$ cat src/rtl/fft_src_pkg.sv
// -----------------------------------------------------------------------------
// fft_src_pkg
// Shared definitions for the FFT frame source: FSM state encoding, the layout
// of the 24-bit configuration word sent to the FFT core, and the FFT/IFFT
// mode constants. Also provides pack_cfg(), which assembles that word.
// -----------------------------------------------------------------------------
package fft_src_pkg;

  typedef logic [1:0] state_t;

  localparam state_t ST_IDLE   = 2'd0;
  localparam state_t ST_CFG    = 2'd1;
  localparam state_t ST_STREAM = 2'd2;
  localparam state_t ST_DONE   = 2'd3;

  // Configuration word layout
  localparam int CFG_W    = 24;
  localparam int LEN_LSB  = 0;
  localparam int LEN_MSB  = 15;
  localparam int MODE_BIT = 16;

  localparam logic MODE_FFT  = 1'b0;
  localparam logic MODE_IFFT = 1'b1;

  // Length field carries frame_len-1; bits above MODE_BIT are reserved zero.
  function automatic logic [CFG_W-1:0] pack_cfg(input logic [15:0] len_m1,
                                                 input logic        mode);
    logic [CFG_W-1:0] w;
    w                  = '0;
    w[LEN_MSB:LEN_LSB] = len_m1;
    w[MODE_BIT]        = mode;
    return w;
  endfunction

endpackage

$ cat src/rtl/fft_src_fifo.sv
// -----------------------------------------------------------------------------
// fft_src_fifo
// Synchronous first-word-fall-through FIFO. The head entry is presented on
// rdata whenever empty is low, so a consumer sees data with no read latency.
// Push while full and pop while empty are ignored. Simultaneous push and pop
// leave the occupancy unchanged.
//
// Ports:
//   clk, rst   clock, synchronous active-high reset (empties the FIFO)
//   push       write wdata when not full
//   wdata      write data
//   pop        discard head entry when not empty
//   rdata      head entry (valid while empty is low)
//   full       no free entries
//   empty      no stored entries
// -----------------------------------------------------------------------------
module fft_src_fifo #(
  parameter int WIDTH = 32,
  parameter int DEPTH = 16
) (
  input  logic             clk,
  input  logic             rst,
  input  logic             push,
  input  logic [WIDTH-1:0] wdata,
  input  logic             pop,
  output logic [WIDTH-1:0] rdata,
  output logic             full,
  output logic             empty
);

  localparam int AW = $clog2(DEPTH);
  localparam logic [AW:0] FULL_CNT = (AW+1)'(DEPTH);

  logic [WIDTH-1:0] mem_q [DEPTH];
  logic [AW-1:0]    wr_ptr_q, wr_ptr_d;
  logic [AW-1:0]    rd_ptr_q, rd_ptr_d;
  logic [AW:0]      count_q, count_d;
  logic             do_push, do_pop;

  assign full    = (count_q == FULL_CNT);
  assign empty   = (count_q == '0);
  assign do_push = push & ~full;
  assign do_pop  = pop & ~empty;
  assign rdata   = mem_q[rd_ptr_q];

  // Pointers wrap naturally because DEPTH is a power of two.
  always_comb begin
    wr_ptr_d = wr_ptr_q;
    rd_ptr_d = rd_ptr_q;
    count_d  = count_q;
    if (do_push) wr_ptr_d = wr_ptr_q + 1'b1;
    if (do_pop)  rd_ptr_d = rd_ptr_q + 1'b1;
    case ({do_push, do_pop})
      2'b10:   count_d = count_q + 1'b1;
      2'b01:   count_d = count_q - 1'b1;
      default: count_d = count_q;
    endcase
  end

  always_ff @(posedge clk) begin
    if (rst) begin
      wr_ptr_q <= '0;
      rd_ptr_q <= '0;
      count_q  <= '0;
    end else begin
      wr_ptr_q <= wr_ptr_d;
      rd_ptr_q <= rd_ptr_d;
      count_q  <= count_d;
    end
  end

  // Storage is data only; emptiness is tracked by count_q.
  always_ff @(posedge clk) begin
    if (do_push) mem_q[wr_ptr_q] <= wdata;
  end

endmodule

$ cat src/rtl/fft_frame_src.sv
// -----------------------------------------------------------------------------
// fft_frame_src
// Input-side initiator for the burst FFT/IFFT core. A free-running complex
// sample stream is buffered in a small FIFO (which fills in every state). On a
// valid start the block sends one config word on the cfg handshake, then
// streams exactly frame_len samples on s_axi with last on the final one, and
// pulses done.
//
// Optional feature (macro FRAME_SRC_CONT_EN): when defined, cont = 1 in the
// DONE state starts the next frame immediately with the latched length and
// mode. When undefined, cont is ignored and DONE always returns to IDLE.
//
// Ports:
//   clk, rst                   clock, synchronous active-high reset
//   start, frame_len,          frame request; length/mode latched on an
//   frame_mode                 accepted start in IDLE
//   cont                       continuous-frame request (optional feature)
//   src_valid/src_data/        producer sample handshake, data = {im, re}
//   src_ready
//   cfg_valid/cfg_data/        config word toward the core:
//   cfg_ready                  [15:0] len-1, [16] mode, [23:17] zero
//   s_axi_valid/last/data/     sample stream toward the core
//   s_axi_ready
//   busy                       not IDLE
//   done                       one-cycle pulse after the last sample
//   len_err                    one-cycle pulse on a rejected start
// -----------------------------------------------------------------------------
module fft_frame_src
  import fft_src_pkg::*;
#(
  parameter int DATA_WIDTH = 16,
  parameter int ADDR_WIDTH = 9,
  parameter int LEN_WIDTH  = 16,
  parameter int FIFO_DEPTH = 16
) (
  input  logic                    clk,
  input  logic                    rst,
  input  logic                    start,
  input  logic [LEN_WIDTH-1:0]    frame_len,
  input  logic                    frame_mode,
  input  logic                    cont,
  input  logic                    src_valid,
  input  logic [2*DATA_WIDTH-1:0] src_data,
  output logic                    src_ready,
  output logic                    cfg_valid,
  output logic [CFG_W-1:0]        cfg_data,
  input  logic                    cfg_ready,
  output logic                    s_axi_valid,
  output logic                    s_axi_last,
  output logic [2*DATA_WIDTH-1:0] s_axi_data,
  input  logic                    s_axi_ready,
  output logic                    busy,
  output logic                    done,
  output logic                    len_err
);

  localparam int CNT_W = ADDR_WIDTH + 1;
  localparam logic [LEN_WIDTH:0] MIN_LEN = (LEN_WIDTH+1)'(2);
  localparam logic [LEN_WIDTH:0] MAX_LEN = (LEN_WIDTH+1)'(2**(ADDR_WIDTH+1));

  state_t               state_q, state_d;
  logic [CNT_W-1:0]     cnt_q, cnt_d;
  logic [LEN_WIDTH-1:0] len_q, len_d;
  logic                 mode_q, mode_d;
  logic                 len_err_q, len_err_d;

  logic [LEN_WIDTH-1:0]    len_m1;
  logic [CNT_W-1:0]        last_idx;
  logic                    fifo_full, fifo_empty;
  logic [2*DATA_WIDTH-1:0] fifo_head;
  logic                    beat_acc;
  logic                    at_last;

  // Accept only powers of two from 2 up to the core's maximum frame length.
  function automatic logic len_ok(input logic [LEN_WIDTH-1:0] len);
    logic [LEN_WIDTH:0] ext;
    ext = {1'b0, len};
    return (ext >= MIN_LEN) && (ext <= MAX_LEN) &&
           ((len & (len - 1'b1)) == '0);
  endfunction

  fft_src_fifo #(
    .WIDTH (2*DATA_WIDTH),
    .DEPTH (FIFO_DEPTH)
  ) u_fifo (
    .clk   (clk),
    .rst   (rst),
    .push  (src_valid & src_ready),
    .wdata (src_data),
    .pop   (beat_acc),
    .rdata (fifo_head),
    .full  (fifo_full),
    .empty (fifo_empty)
  );

  assign len_m1   = len_q - 1'b1;
  assign last_idx = CNT_W'(len_m1);
  assign at_last  = (cnt_q == last_idx);
  assign beat_acc = s_axi_valid & s_axi_ready;

  // Outputs. Data buses are forced to zero when not valid so that nothing
  // stale (e.g. uninitialised FIFO storage) is visible after reset.
  assign src_ready   = ~fifo_full;
  assign cfg_valid   = (state_q == ST_CFG);
  assign cfg_data    = cfg_valid ? pack_cfg(16'(len_m1), mode_q) : '0;
  assign s_axi_valid = (state_q == ST_STREAM) & ~fifo_empty;
  assign s_axi_last  = s_axi_valid & at_last;
  assign s_axi_data  = s_axi_valid ? fifo_head : '0;
  assign busy        = (state_q != ST_IDLE);
  assign done        = (state_q == ST_DONE);
  assign len_err     = len_err_q;

`ifndef FRAME_SRC_CONT_EN
  logic unused_cont;
  assign unused_cont = cont;
`endif

  always_comb begin
    state_d   = state_q;
    cnt_d     = cnt_q;
    len_d     = len_q;
    mode_d    = mode_q;
    len_err_d = 1'b0;
    case (state_q)
      ST_IDLE: begin
        if (start) begin
          if (len_ok(frame_len)) begin
            len_d   = frame_len;
            mode_d  = frame_mode;
            state_d = ST_CFG;
          end else begin
            len_err_d = 1'b1;
          end
        end
      end
      ST_CFG: begin
        if (cfg_ready) state_d = ST_STREAM;
      end
      ST_STREAM: begin
        if (beat_acc) begin
          if (at_last) begin
            cnt_d   = '0;
            state_d = ST_DONE;
          end else begin
            cnt_d = cnt_q + 1'b1;
          end
        end
      end
      ST_DONE: begin
`ifdef FRAME_SRC_CONT_EN
        state_d = cont ? ST_CFG : ST_IDLE;
`else
        state_d = ST_IDLE;
`endif
      end
      default: state_d = ST_IDLE;
    endcase
  end

  always_ff @(posedge clk) begin
    if (rst) begin
      state_q   <= ST_IDLE;
      cnt_q     <= '0;
      len_err_q <= 1'b0;
    end else begin
      state_q   <= state_d;
      cnt_q     <= cnt_d;
      len_err_q <= len_err_d;
    end
  end

  // Latched frame parameters; only observed outside IDLE, so no reset needed.
  always_ff @(posedge clk) begin
    len_q  <= len_d;
    mode_q <= mode_d;
  end

endmodule

$ cat config.mk
export PLATFORM = sky130hd
export DESIGN_NAME = fft_frame_src
export DESIGN_NICKNAME = d
export VERILOG_FILES = /design/src/rtl/fft_src_pkg.sv /design/src/rtl/fft_src_fifo.sv /design/src/rtl/fft_frame_src.sv
export SDC_FILE = /design/constraint.sdc
export NUM_CORES = 1
export LEC_CHECK = 0
export ABC_AREA = 1
export BUFFER_PORTS_ARGS = -buffer_cell sky130_fd_sc_hd__buf_4
export CAP_MARGIN = 20
export CELL_PAD_IN_SITES_DETAIL_PLACEMENT = 1
export CELL_PAD_IN_SITES_GLOBAL_PLACEMENT = 2
export CORE_MARGIN = 2
export CORE_UTILIZATION = 43
export DETAILED_ROUTE_END_ITERATION = 6
export PLACE_DENSITY_LB_ADDON = 0.1
export SKIP_CTS_REPAIR_TIMING = 1
export SLEW_MARGIN = 40
export SYNTH_ARGS = -nofsm -noshare
export SYNTH_HDL_FRONTEND = slang
export SYNTH_SLANG_ARGS = --single-unit
$ cat constraint.sdc
create_clock -name clk -period 4.35 [get_ports clk]
set_input_delay 0.87 -clock clk [delete_from_list [all_inputs] [get_ports clk]]
set_output_delay 0.87 -clock clk [all_outputs]
set_load 0.05 [all_outputs]
Word-level counts from Yosys, hierarchy flattened:

Memories as Yosys holds them, arrays and structs flattened. A register that Yosys moved wholly into a read port is not among the register bits.
Cells that the tools add are included.

* memories kept: 1
* memory bits (writable): 512
* word-level logic and storage cells: 67
* register bits after elaboration: 43

* reductions and logical operators: 11
* bitwise gates (word level): 11
* order comparisons: 2
* eq/ne operators: 12
* multiplexer cells: 15
* add/subtract/negate cells: 7

Memories
* u_fifo.mem_q: words 16, bits a word 32, read ports 1, clocked after Yosys merged registers in 1, write ports 1, line fft_src_fifo.sv:34 `logic [WIDTH-1:0] mem_q [DEPTH];`

Operator list (count)
* $mux W32: 1
* $sub A16 B1 Y16 const B: 2
* $mux W17: 1
* $and A16 B16 Y16: 1
* $ge A16 B2 Y1 const B: 1
* $le A16 B11 Y1 const B: 1
* $logic_not A16 Y1: 1
* $add A10 B1 Y10 const B: 1
* $eq A10 B10 Y1: 1
* $mux W10: 1
* $mux W2: 5
* $pmux W5 S2: 1
* $add A4 B1 Y4 const B: 2
* $mux W4: 2
* $pmux W2 S4: 1
* $and A1 B1 Y1: 6
* $eq A2 B2 Y1 const B: 3
* $ne A2 B2 Y1 const B: 3
* $add A5 B1 Y5 const B: 1
* $eq A5 B5 Y1 const B: 1
* $logic_not A5 Y1: 1
* $reduce_and A5 Y1: 1
* $sub A5 B1 Y5 const B: 1
* $eq A2 B1 Y1 const B: 2
* other kinds (9): 17

Longest topological paths before layout:

Gate-level depths: netlist of the first run.

* depth in word-level cells: 7
* gate-level depth with buffers: 15

By module:

Synthesis of the first run repeated with hierarchy kept, for this count alone.

* cell total of the unflattened synthesis: 1884
* area, all modules: 24046.8 µm²

Modules (own cells, without submodules)
* fft_src_fifo: times used 1, cells an instance 1482, seq. area each 15715.1 µm², area an instance 21587.0 µm²
* fft_frame_src: times used 1, cells an instance 402, seq. area each 770.7 µm², area an instance 2459.9 µm²

Worst setup path before layout of the first run:

No wires, ideal clock.

* path type: input to register
* start: in frame_len[3]
* end: reg len_q[0], enable pin
* arrival: 3.412 ns
* slack: 0.503 ns
* buffers on the path: 0
* data required time: 3.915 ns
* cell stages on the path: 9
* cells stage by stage: nor2_1 > nand2_1 > nor2_1 > nand2_1 > nand2_1 > nand2_1 > a211oi_1 > nand3_1 > nor4_1

* word-level cells in the longest chain between the ends: 5

RTL lines
* start: declaration: line fft_frame_src.sv:39 `input logic [LEN_WIDTH-1:0] frame_len,`
* $sub A16 B1 Y16: line fft_frame_src.sv:79 `((len & (len - 1'b1)) == '0);`
* $and A16 B16 Y16: line fft_frame_src.sv:79
* $logic_not A16 Y1: line fft_frame_src.sv:79
* $logic_and A1 B1 Y1 *: line fft_frame_src.sv:78 `return (ext >= MIN_LEN) && (ext <= MAX_LEN) &&`
* $reduce_and A3 Y1 (no line) *
* end signal: assignment: line fft_frame_src.sv:174 `len_q <= len_d;`
* end: declaration: line fft_frame_src.sv:63 `logic [LEN_WIDTH-1:0] len_q, len_d;`

Mark *: on every way between the ends. The rest lies on a longest branch, timed or not.
A chain may end at the register's enable or synchronous reset.

Final worst setup path of the first run:

* start: reg state_q[0]
* end: out s_axi_data[26]

* word-level cells in the longest chain between the ends: 3

RTL lines
* start: declaration: line fft_frame_src.sv:61 `state_t state_q, state_d;`
* start signal: assignment: line fft_frame_src.sv:166 `state_q <= state_d;`
* $eq A2 B2 Y1: line fft_frame_src.sv:106 `assign s_axi_valid = (state_q == ST_STREAM) & ~fifo_empty;`
* $and A1 B1 Y1: line fft_frame_src.sv:106
* $mux W32: line fft_frame_src.sv:108 `assign s_axi_data = s_axi_valid ? fifo_head : '0;`
* end: declaration: line fft_frame_src.sv:50 `output logic [2*DATA_WIDTH-1:0] s_axi_data,`

Every way passes these cells.

==> impl_metrics.py, run 1 <==
metrics = {
    "yosys": {
        "syn_area_um2": 23700,
        "ys_warn_count": 0,
        "ys_ff_latch": 559,
        "ys_seq_area_share_pct": 69.55,
        "ys.flop_type": "edfxtp_1",
        "synth_enable_flop_cells": 529,
        "synth_cells": 1911,
        "synth_area_leaders": "edfxtp_1 (67%), mux2i_1 (5.4%), o21ai_0 (5.0%)",
        "synth_top_area_share_pct": 67.02,
        "netlist_top_cells_count": "edfxtp_1 (529), o21ai_0 (238), nand2_1 (221)",
        "yosysMostFrequentCell": "edfxtp_1",
        "synth_async_sr_flop_share_pct": 0,
        "ys_types": 44,
        "syn_area_per_cell_um2": 12.40,
        "synth_top_area_cell": "edfxtp_1",
    },
    "cts": {
        "h-tree-depth": 2,
        "cts_tree": "done",
        "clk_path_buf_depth": 3,
        "clock_sinks": 559,
        "clk_latency_ns": 0.62,
        "root_buffer": "clkbuf_16",
        "tritoncts.num_buffers": 60,
        "clk_pin_slew_ns": 0.06,
    },
    "sta": {
        "fin_crit_ns": 3.876,
        "rsz0062_at_grt": "no",
        "fin_worst_skew_ns": 0.01518,
        "setup_viol": 0,
        "finalMaxSlewViolations": 0,
        "maxSlewHeadroom_pct": 45.56,
        "hold_viol_final": 0,
        "min_period_over_period_pct": 89.11,
        "worstMarginPinSlew_ns": 0.8156,
        "totalNegativeSetupSlack_ns": 0,
        "fin_ws_ns": 0.4736,
        "clock.fmax_ghz": 0.2580,
    },
    "drt": {
        "wl_um": 60070,
        "vias": 14840,
        "first_iter_violations": 969,
        "wl_per_cell_um": 21.63,
        "drc": 0,
        "ant_nets": 0,
        "first_pass_iters": 7,
        "vias_per_cell": 5.343,
    },
    "worst_setup_path": {
        "worstRegToRegCells": 14,
        "cp-end-kind": "primary output",
        "required_ns": 3.48,
        "startpoint_type": "flip-flop",
        "cp_max_fo": 20,
        "path_class": "reg -> out",
        "critPathArrivalTime_ns": 3.01,
    },
    "global_routing": {
        "grt_pass1_vias": 15470,
        "grt_pass1_wl_um": 91200,
        "grt_overflow": 0,
        "grt_usage_pct": 21.15,
        "grt_max_degree": 62,
        "antenna_found_initial": 1,
    },
    "layout": {
        "fin_nets": 2100,
        "area_growth_syn_to_layout_pct": 15.22,
        "drive_gt1_share_pct": 13.70,
        "antenna_cells": 0,
    },
    "die": {
        "rows": 86,
        "die_width_um": 238.8,
        "ioPinCount": 119,
        "core_um2": 54770,
        "die_height_um": 238.8,
        "initial_core_util_pct": 43.28,
        "dieArea_um2": 57020,
    },
    "pwr": {
        "seq_power_share_pct": 48.2,
        "switching_share_pct": 26.75,
        "p_int_w": 0.009186,
        "combPwrFrac_pct": 14.0,
        "power_density_nw_per_um2": 459.2,
        "p_leak_nw": 9.525,
        "p_sw_w": 0.003356,
        "ir_drop_uv": 312.1,
        "pwr-share-clk_pct": 37.8,
    },
    "run_status": {
        "outcome": "finished clean",
    },
    "placement": {
        "place.port_buffers": 110,
        "dp_hpwl_um": 33710,
        "post-place-ws_ns": 1.018,
        "gp_congestion": 0.7538,
    },
    "min_path": {
        "min_path_cells": 1,
        "hp-class": "in -> reg",
    },
    "run": {
        "maxCapViolations": 0,
    },
}
layout make-up:
type | instances | area (um2)
Tap cell | 704 | 880.8
Fill cell | 5570 | 27460
Multi-Input combinational cell | 1051 | 6077
Clock buffer | 79 | 1614
Timing Repair Buffer | 152 | 1291
Clock inverter | 29 | 181.4
Sequential cell | 559 | 16500
Inverter | 203 | 767.0
state kept, by name, summed over array words and instances, names as in the netlist, named ones only:
name             count
len_q               16
u_fifo.wr_ptr_q      4
state_q              2
u_fifo.mem_q       512
u_fifo.rd_ptr_q      4
u_fifo.count_q       5
len_err              1
cnt_q               10
mode_q               1
power by group through the flow:
| stage | clock network [W] | registers, W | logic, W |
|---|---|---|---|
| 5_1_grt | 0.00504 | 0.00605 | 0.00195 |
| 3_5_place_dp | 0 | 0.00617 | 0.00177 |
| 2_1_floorplan | 0 | 0.00612 | 0.00124 |
| 3_3_place_gp | 0 | 0.00617 | 0.00173 |
| 6_report | 0.00474 | 0.00604 | 0.00176 |
| 4_1_cts | 0.00486 | 0.00606 | 0.00177 |
routing by layer:
metal / vias to the layer above / wire (um) / GRT usage [%]
met1: 7477 / 27080 / 28.00
li1: 7074 / - / -
met5: - / 11 / 0
met4: 2 / 1076 / 4.792
met3: 77 / 2026 / 3.083
met2: 208 / 29870 / 36.88
metrics by stage:
stage | utilization (%) | std cells | instance area [um2] | total power [W] | hold WS, ns
after detailed placement | 46.55 | 2668 | 25490 | 0.007936 | 0.4399
after floorplan | - | 1917 | 23730 | 0.007358 | 0.4122
after global placement | 46.55 | 2668 | 25490 | 0.007893 | 0.4274
after CTS | 49.83 | 2776 | 27290 | 0.01269 | 0.3870
final | 49.86 | 2777 | 27310 | 0.01254 | 0.4230
after global routing | 49.86 | 2777 | 27310 | 0.01304 | 0.3987
logic make-up after synthesis:
| family | count (synthesis) | share of synthesized area, % |
|---|---|---|
| multiplexers | 128 | 5.405 |
| AO/OA/AOI/OAI | 506 | 11.35 |
| XOR/XNOR | 6 | 0.2217 |
| other | 1 | 0.01582 |
| flip-flops | 559 | 69.55 |
| adder cells (fa/ha/maj) | 17 | 0.9290 |
| buffers and inverters | 307 | 5.437 |
| AND/OR/NAND/NOR | 387 | 7.084 |
path summary, 6_finish.rpt:
kind,startpoint,endpoint,slack [ns]
worst max-delay path,state_q[0]$_SDFFE_PP0P_,s_axi_data[26],0.47
worst min-delay path,frame_mode,mode_q$_DFFE_PP_,0.42
worst max register to register,state_q[0]$_SDFFE_PP0P_,u_fifo.count_q[4]$_SDFFE_PP0P_,1.33
worst min register to register,u_fifo.rd_ptr_q[3]$_SDFFE_PP0N_,flip-flop,0.47
worst max-delay path, cell delays in order (launching register included):
cell	delay [ns]
dfxtp_1	0.35
inv_1	0.11
ha_1	0.26
nand2_1	0.22
inv_1	0.10
buf_4	0.32
buf_4	0.36
nand2_1	0.11
a31oi_1	0.27
buf_4	0.26
layout by cell type (no fill, tap or decap), types with 7 or more instances in the layout:
cell	instances
o21ai_0	238
nand2_1	221
buf_4	140
dfxtp_1	26
nor2_1	72
clkinv_2	12
conb_1	7
buf_12	12
nor2_4	21
mux2i_1	128
a31oi_1	33
clkinv_1	13
nor3_1	7
ha_1	16
o21ai_1	40
nand3_1	33
clkbuf_1	16
o211ai_1	32
inv_1	198
clkbuf_16	61
a21oi_1	153
nand4_1	12
edfxtp_1	529
No activity file was read; power rests on OpenSTA's default activity.
==> inputs of run 2 (changes only) <==
--- a/config.mk
+++ b/config.mk
@@ -13,6 +13,7 @@
 export CORE_MARGIN = 2
 export CORE_UTILIZATION = 43
 export DETAILED_ROUTE_END_ITERATION = 6
+export GPL_TIMING_DRIVEN = 0
 export PLACE_DENSITY_LB_ADDON = 0.1
 export SKIP_CTS_REPAIR_TIMING = 1
 export SLEW_MARGIN = 40
==> impl_metrics.py, run 2 (synthesized netlist as in run 1, its figures left out) <==
metrics = {
    "run_status": {
        "outcome": "finished clean",
    },
    "global_routing": {
        "grt_max_degree": 17,
        "grt_pass1_vias": 16710,
        "grt.busiest_layer": "met2",
        "grt_use_met1_pct": 32.27,
        "antenna_found_initial": 0,
        "grt_pass1_wl_um": 103300,
        "grt_usage_pct": 24.48,
        "use_met3_pct": 3.637,
        "grt_overflow": 0,
        "use_met2_pct": 42.03,
    },
    "layout": {
        "mostFrequentLayoutCells": "edfxtp_1 (529), o21ai_0 (238), nand2_1 (221)",
        "antenna_cells": 0,
        "regMostFlops": "u_fifo.mem_q",
        "area_growth_syn_to_layout_pct": 18.43,
        "stdcell_count": 2879,
        "fin_nets": 2199,
        "post-route-util_pct": 51.25,
        "layout_commonest_cell": "edfxtp_1",
        "top_regs": "u_fifo.mem_q x512, len_q x16, cnt_q x10",
        "largest_reg_flops": 512,
        "drive_gt1_share_pct": 14.80,
    },
    "die": {
        "core_um2": 54770,
        "rows": 86,
        "die_width_um": 238.8,
        "ioPinCount": 119,
        "initial_core_util_pct": 43.28,
        "dieArea_um2": 57020,
        "die_height_um": 238.8,
    },
    "pwr": {
        "ir_drop_uv": 342.0,
        "p_leak_nw": 9.920,
        "power_density_nw_per_um2": 454.8,
    },
    "placement": {
        "place.port_buffers": 110,
        "gp_congestion": 0.7966,
        "dp_hpwl_um": 48030,
        "place_inst": 2769,
    },
    "cts": {
        "clock_sinks": 559,
        "tritoncts.num_buffers": 59,
        "cts_tree": "done",
        "clk_pin_slew_ns": 0.06,
        "clk_path_buf_depth": 3,
        "h-tree-depth": 2,
        "root_buffer": "clkbuf_16",
        "clk_latency_ns": 0.64,
    },
    "worst_setup_path": {
        "cp_max_fo": 10,
        "required_ns": 3.48,
        "path_class": "reg -> out",
        "critPathArrivalTime_ns": 3.19,
        "startpoint_type": "flip-flop",
        "r2r-end": "u_fifo.count_q[4]$_SDFFE_PP0P_",
        "r2r_setup_slack_ns": 1.30,
        "cp-end-kind": "primary output",
        "r2r-start": "state_q[0]$_SDFFE_PP0P_",
        "worstRegToRegCells": 14,
    },
    "sta": {
        "maxSlewHeadroom_pct": 43.07,
        "rsz0062_at_grt": "no",
        "setup_viol": 0,
        "clock.fmax_ghz": 0.2464,
        "finalMaxSlewViolations": 0,
        "fin_crit_ns": 4.058,
        "fin_worst_skew_ns": 0.04371,
        "hold_viol_final": 0,
        "min_period_over_period_pct": 93.30,
        "holdWs_ns": 0.4411,
        "worstMarginPinSlew_ns": 0.8539,
    },
    "min_path": {
        "min_path_cells": 1,
        "hp-class": "in -> reg",
        "min_from": "frame_mode",
        "whs_endpoint": "mode_q$_DFFE_PP_",
    },
    "drt": {
        "first_iter_violations": 1140,
        "drc": 0,
        "wl_per_cell_um": 24.04,
        "vias_per_cell": 5.450,
        "wl_um": 69200,
        "ant_nets": 0,
        "vias": 15690,
        "first_pass_iters": 7,
    },
    "run": {
        "maxCapViolations": 0,
    },
}
[run 2: cell types whose count changed in the layout (fill, tap and decap cells not counted), moves of 8 or more]
cell      change
clkbuf_1     +50
buf_2        +22
buf_8        +21
buf_4        -15
buf_16       +13
buf_12       -12
buf_6         +8
[run 2: routing by layer]
metal | up-vias | share of wire (%)
met4 | 0 | 2.5
met5 | - | 0
met1 | 7949 | 44
met3 | 107 | 4.6
li1 | 7267 | -
met2 | 368 | 49
[run 2: area by class of cell]
class	count	area, um2
Fill cell	5592	26700
Sequential cell	559	16490
Multi-Input combinational cell	1051	6077
Clock buffer	78	1579
Timing Repair Buffer	148	1521
Tap cell	704	880.8
Inverter	203	762.0
Buffer	104	535.5
Clock inverter	32	229.0
[run 2: report_power, final]
group          internal (W)  switching (W)
Sequential          0.00597      0.0000378
Clock               0.00266        0.00209
Combinational      0.000602        0.00140
[run 2: stage by stage]
stage	worst slack, ns	total power (W)	cell area (um2)	TNS [ns]
floorplan	0.5029	0.007358	23730	0
global placement	-0.6193	0.008045	25430	-226.67
detailed placement	0.6248	0.008134	26260	0
CTS	-0.03297	0.01288	28060	-0.08965
global route	0.06452	0.01322	28070	0
finish	0.2915	0.01277	28070	0
[run 2: how the worst max path moves through the flow]
stage / startpoint / endpoint / slack (ns)
3_5_place_dp: flip-flop / s_axi_data[26] / 0.62
3_3_place_gp: src_valid / u_fifo.mem_q[7][16]$_DFFE_PP_ / -0.62
4_1_cts: flip-flop / s_axi_data[27] / -0.03
5_1_grt: flip-flop / s_axi_data[27] / 0.06
2_1_floorplan: frame_len[3] / len_q[0]$_DFFE_PP_ / 0.50
6_report: flip-flop / s_axi_data[27] / 0.29
[run 2: worst max-delay path: stages, from the launching register on]
cell	delay (ns)
dfxtp_1	0.33
inv_2	0.06
buf_2	0.31
clkbuf_1	0.58
clkbuf_2	0.45
o211ai_1	0.16
o21ai_1	0.17
nand2_1	0.09
nand2_1	0.11
a31oi_1	0.07
buf_4	0.25
